--- src/rtl/hmmm_fetch.sv ---
`default_nettype none
// ============================================================================
// Module   : hmmm_fetch
// Brief    : Instruction-fetch sequencer for the Hmmm core (PC -> RAM -> IR).
// Revision : 1.0 - initial release
// ============================================================================
module hmmm_fetch #(
    parameter int ADDR_W  = 8,
    parameter int DATA_W  = 16,
    parameter int TIMEOUT = 15
) (
    input  logic              clk,
    input  logic              rst,
    input  logic [DATA_W-1:0] bus_in,
    input  logic              ram_ready,
    input  logic              ir_ack,
    input  logic              halt,
    output logic              pc_out,
    output logic              pc_increment,
    output logic [ADDR_W-1:0] ram_addr,
    output logic              ram_rd,
    output logic [DATA_W-1:0] ir,
    output logic              ir_valid,
    output logic              fault,
    output logic [15:0]       fetch_count,
    output logic              halted
);

    localparam logic [2:0] c_idle   = 3'd0;
    localparam logic [2:0] c_addr   = 3'd1;
    localparam logic [2:0] c_read   = 3'd2;
    localparam logic [2:0] c_hold   = 3'd3;
    localparam logic [2:0] c_halted = 3'd4;
    localparam logic [2:0] c_fault  = 3'd5;

    // The TIMEOUT-th ready-less READ cycle is the one that faults.
    localparam logic [7:0] c_wait_last = 8'(TIMEOUT - 1);

    logic [2:0]        r_state;
    logic [2:0]        w_next;
    logic [ADDR_W-1:0] r_addr;
    logic [DATA_W-1:0] r_ir;
    logic [7:0]        r_wait;
    logic [15:0]       r_count;
    logic              w_accept;

    assign w_accept = (r_state == c_read) && ram_ready;

    always_ff @(posedge clk or posedge rst) begin
        if (rst) begin
            r_state <= c_idle;
        end else begin
            r_state <= w_next;
        end
    end

    always_comb begin
        w_next = r_state;
        case (r_state)
            c_idle:   w_next = halt ? c_halted : c_addr;
            c_addr:   w_next = c_read;
            c_read: begin
                if (ram_ready) begin
                    w_next = c_hold;
                end else if (r_wait == c_wait_last) begin
                    w_next = c_fault;
                end
            end
            c_hold: begin
                if (ir_ack) begin
                    w_next = halt ? c_halted : c_addr;
                end
            end
            c_halted: w_next = halt ? c_halted : c_addr;
            c_fault:  w_next = c_fault;
            default:  w_next = c_idle;
        endcase
    end

    always_comb begin
        pc_out       = (r_state == c_addr);
        ram_rd       = (r_state == c_read);
        ir_valid     = (r_state == c_hold);
        halted       = (r_state == c_halted);
        fault        = (r_state == c_fault);
        // Mealy strobe so pc advances in the same cycle the word is taken.
        pc_increment = w_accept;
    end

    always_ff @(posedge clk or posedge rst) begin
        if (rst) begin
            r_addr  <= '0;
            r_ir    <= '0;
            r_wait  <= '0;
            r_count <= '0;
        end else begin
            if (r_state == c_addr) begin
                r_addr <= bus_in[ADDR_W-1:0];
                r_wait <= '0;
            end
            if (w_accept) begin
                r_ir    <= bus_in;
                r_count <= r_count + 16'd1;
            end else if (r_state == c_read) begin
                r_wait <= r_wait + 8'd1;
            end
        end
    end

    assign ram_addr    = r_addr;
    assign ir          = r_ir;
    assign fetch_count = r_count;

endmodule
`default_nettype wire

--- config.mk ---
export PLATFORM = sky130hd
export DESIGN_NAME = hmmm_fetch
export DESIGN_NICKNAME = d
export VERILOG_FILES = /design/src/rtl/hmmm_fetch.sv
export SDC_FILE = /design/constraint.sdc
export NUM_CORES = 1
export LEC_CHECK = 0
export BUFFER_PORTS_ARGS = -buffer_cell sky130_fd_sc_hd__buf_4
export CAP_MARGIN = 20
export CELL_PAD_IN_SITES_DETAIL_PLACEMENT = 2
export CELL_PAD_IN_SITES_GLOBAL_PLACEMENT = 2
export CORE_MARGIN = 4
export CORE_UTILIZATION = 32
export DETAILED_ROUTE_END_ITERATION = 16
export PLACE_DENSITY_LB_ADDON = 0.25
export SKIP_CTS_REPAIR_TIMING = 1
export SYNTH_ARGS = -nofsm -noshare
export SYNTH_HDL_FRONTEND = slang
export SYNTH_SLANG_ARGS = --single-unit
--- constraint.sdc ---
create_clock -name clk -period 2.04 [get_ports clk]
set_clock_uncertainty 0.2 [all_clocks]
set_input_delay 0.408 -clock clk [delete_from_list [all_inputs] [get_ports clk]]
set_output_delay 0.408 -clock clk [all_outputs]
set_load 0.02 [all_outputs]
==> impl_metrics.json <==
{
  "drc": 0,
  "vdd_drop_max_v": 0.000577,
  "whs_path_depth": 2,
  "rows": 30,
  "cts_tree": "done",
  "start_util": 0.334,
  "drive_gt1_frac": 0.400,
  "wire_per_inst_um": 16.6,
  "period_minus_slack_ns": 2.01,
  "io_buffers": 66,
  "hold_path_startpoint": "ir_ack",
  "reg2reg_depth": 4,
  "syn_inst": 204,
  "grt_pass1_wl_mm": 10.5,
  "synthTopCellsByCount": "dfrtp_1, nand2_1, mux2_2",
  "syn_to_final_growth_pct": 35.7,
  "grt_max_degree": 29,
  "maxCapViolations": 0,
  "crit_chain": "buf_4, or3_4, inv_4, buf_6",
  "nets": 308,
  "crit_slowest_cell": "dfrtp_1",
  "vias": 1850,
  "synth_area_leaders": "dfrtp_1, mux2_2, nand2_1",
  "cp.required_ns": 1.43,
  "finalSetupViolations": 0,
  "stdcell_count": 381,
  "wl_mm": 6.34,
  "clockBufferDepth": 2,
  "critPathLaunch": "r_state[2]",
  "die_x_um": 92.7,
  "ios": 67,
  "rr_startpoint": "r_wait[6]",
  "h-tree-depth": 2,
  "synth-async-reset-ratio": 1.00,
  "power_uw": 4020,
  "crit_path_end_kind": "output pin",
  "coreArea_mm2": 0.00687,
  "antenna_cells": 0,
  "slew_violations": 0,
  "hold_viol_final": 0,
  "hold_class": "in -> reg",
  "syn_nets": 228,
  "rsz0062_at_grt": "yes",
  "antenna_found_initial": 0,
  "yosysTopAreaCellShare": 0.556,
  "vias_per_cell": 4.86,
  "gr-usage-all-layers": 0.157,
  "outcome": "finished clean",
  "fillers": 752,
  "drtAntennaViolNets": 0,
  "synth_enable_flop_cells": 0,
  "clkTransAtPathRegs_ns": 0.09,
  "gp_congestion": 0.753,
  "cp.arrival_ns": 1.40,
  "final_area_mm2": 0.00312,
  "ys_ff_latch": 51,
  "insertion_delay_ns": 0.30,
  "synth_most_common_cell": "dfrtp_1",
  "syn_avg_cell_area_um2": 11.3,
  "firstDrtPassIters": 4,
  "ys_seq_area_frac": 0.556,
  "yosys_warnings": 0,
  "critPathLaunchType": "flip-flop",
  "synthDistinctLibCells": 39,
  "root_buffer": "clkbuf_8",
  "place_inst": 370,
  "netlist_area_mm2": 0.00230,
  "leakagePower_uw": 0.00153,
  "die_y_um": 92.7,
  "grt_overflow_total": 0,
  "ys.flop_type": "dfrtp_1",
  "clkSinkCount": 51,
  "path_max_fanout": 8,
  "synth_top_cell_by_area": "dfrtp_1",
  "first_iter_violations": 31,
  "grt_pass1_vias": 2063,
  "relSlewSlack": 0.650,
  "cts_made_buffers": 5,
  "placed_cell_area_mm2": 0.00298,
  "critPathKind": "reg -> out",
  "final.period_utilization": 0.985,
  "fmax_ghz": 0.498,
  "cp_slowest_stage_delay_ns": 0.38,
  "fp.dieArea_mm2": 0.00860,
  "dp_hpwl_mm": 4.92,
  "tightestPinTransition_ns": 0.524,
  "powerDensity_mw_per_mm2": 1290
}
-- worst paths after layout --
check                              end  slack (ns)
setup / recovery                pc_out        0.03
hold / removal              r_state[0]        0.07
setup reg to reg            r_state[1]        0.16
hold reg to reg            ram_addr[6]        0.29
max in group asynchronous   r_state[0]        0.61
min in group asynchronous       ir[15]        0.50
-- flip-flops by register name, summed over array words and instances (netlist names) --
| signal | count |
|---|---|
| r_state | 3 |
| r_wait | 8 |
| ir | 16 |
| ram_addr | 8 |
| fetch_count | 16 |
-- metrics by stage --
| stage | utilization | TNS [ns] | setup slack (ns) | hold WS (ns) |
|---|---|---|---|---|
| after global routing | 0.454 | -0.139 | -0.0467 | 0.0692 |
| final | 0.454 | 0 | 0.0314 | 0.0736 |
| after floorplan | - | 0 | 0.175 | 0.239 |
| after detailed placement | 0.434 | 0 | 0.0898 | 0.271 |
| after global placement | 0.434 | 0 | 0.0464 | 0.259 |
| after CTS | 0.446 | -0.154 | -0.0678 | -0.0437 |
-- power breakdown --
part,internal (uW),switching (uW)
Clock,241,341
Combinational,879,1010
Sequential,1320,222
Total,2440,1580
-- cells by family after synthesis --
kind of cell	count (synthesis)	synth area share
AND/OR/NAND/NOR	86	0.207
flip-flops	51	0.556
multiplexers	18	0.0871
XOR/XNOR	16	0.0610
buffers and inverters	16	0.0349
AO/OA/AOI/OAI	14	0.0381
adder cells (fa/ha/maj)	3	0.0163
-- layer usage --
metal | up-vias | part of all wire | track usage
met3 | 4 | 0.048 | 0.0431
li1 | 855 | - | -
met5 | - | 0 | 0
met1 | 956 | 0.39 | 0.180
met2 | 35 | 0.55 | 0.290
met4 | 0 | 0.0087 | 0.0366
-- cell usage in the layout (no fill, tap or decap), types with 2 or more instances in the layout --
cell type,count
and2_1,2
and3_1,4
and4_1,2
buf_12,2
buf_4,76
buf_6,2
clkbuf_8,5
dfrtp_1,51
ha_1,3
inv_1,5
mux2_2,16
mux2i_1,2
nand2_1,38
nand3_1,6
nand3b_1,2
nand4_1,8
nor2_1,8
nor3_2,2
o21ai_0,6
or3_1,3
xnor2_1,10
xor2_1,6
-- area by class of cell --
cell class,count,area [um2],share of cell area
flip-flops and latches,51,1280,0.409
multi-input cells,137,956,0.307
repair buffers,81,643,0.206
well taps,96,120,0.0385
clock buffers,6,72.6,0.0233
inverters,8,37.5,0.0120
clock inverters,2,12.5,0.00401
-- worst max-delay path: cells and delay by family, from the launching register on --
| kind | cells | cell delay, ns |
|---|---|---|
| buf+inv | 3 | 0.36 |
| simple gates | 1 | 0.36 |
| flops | 1 | 0.38 |
Note: power is estimated with default switching activity, not from simulation.
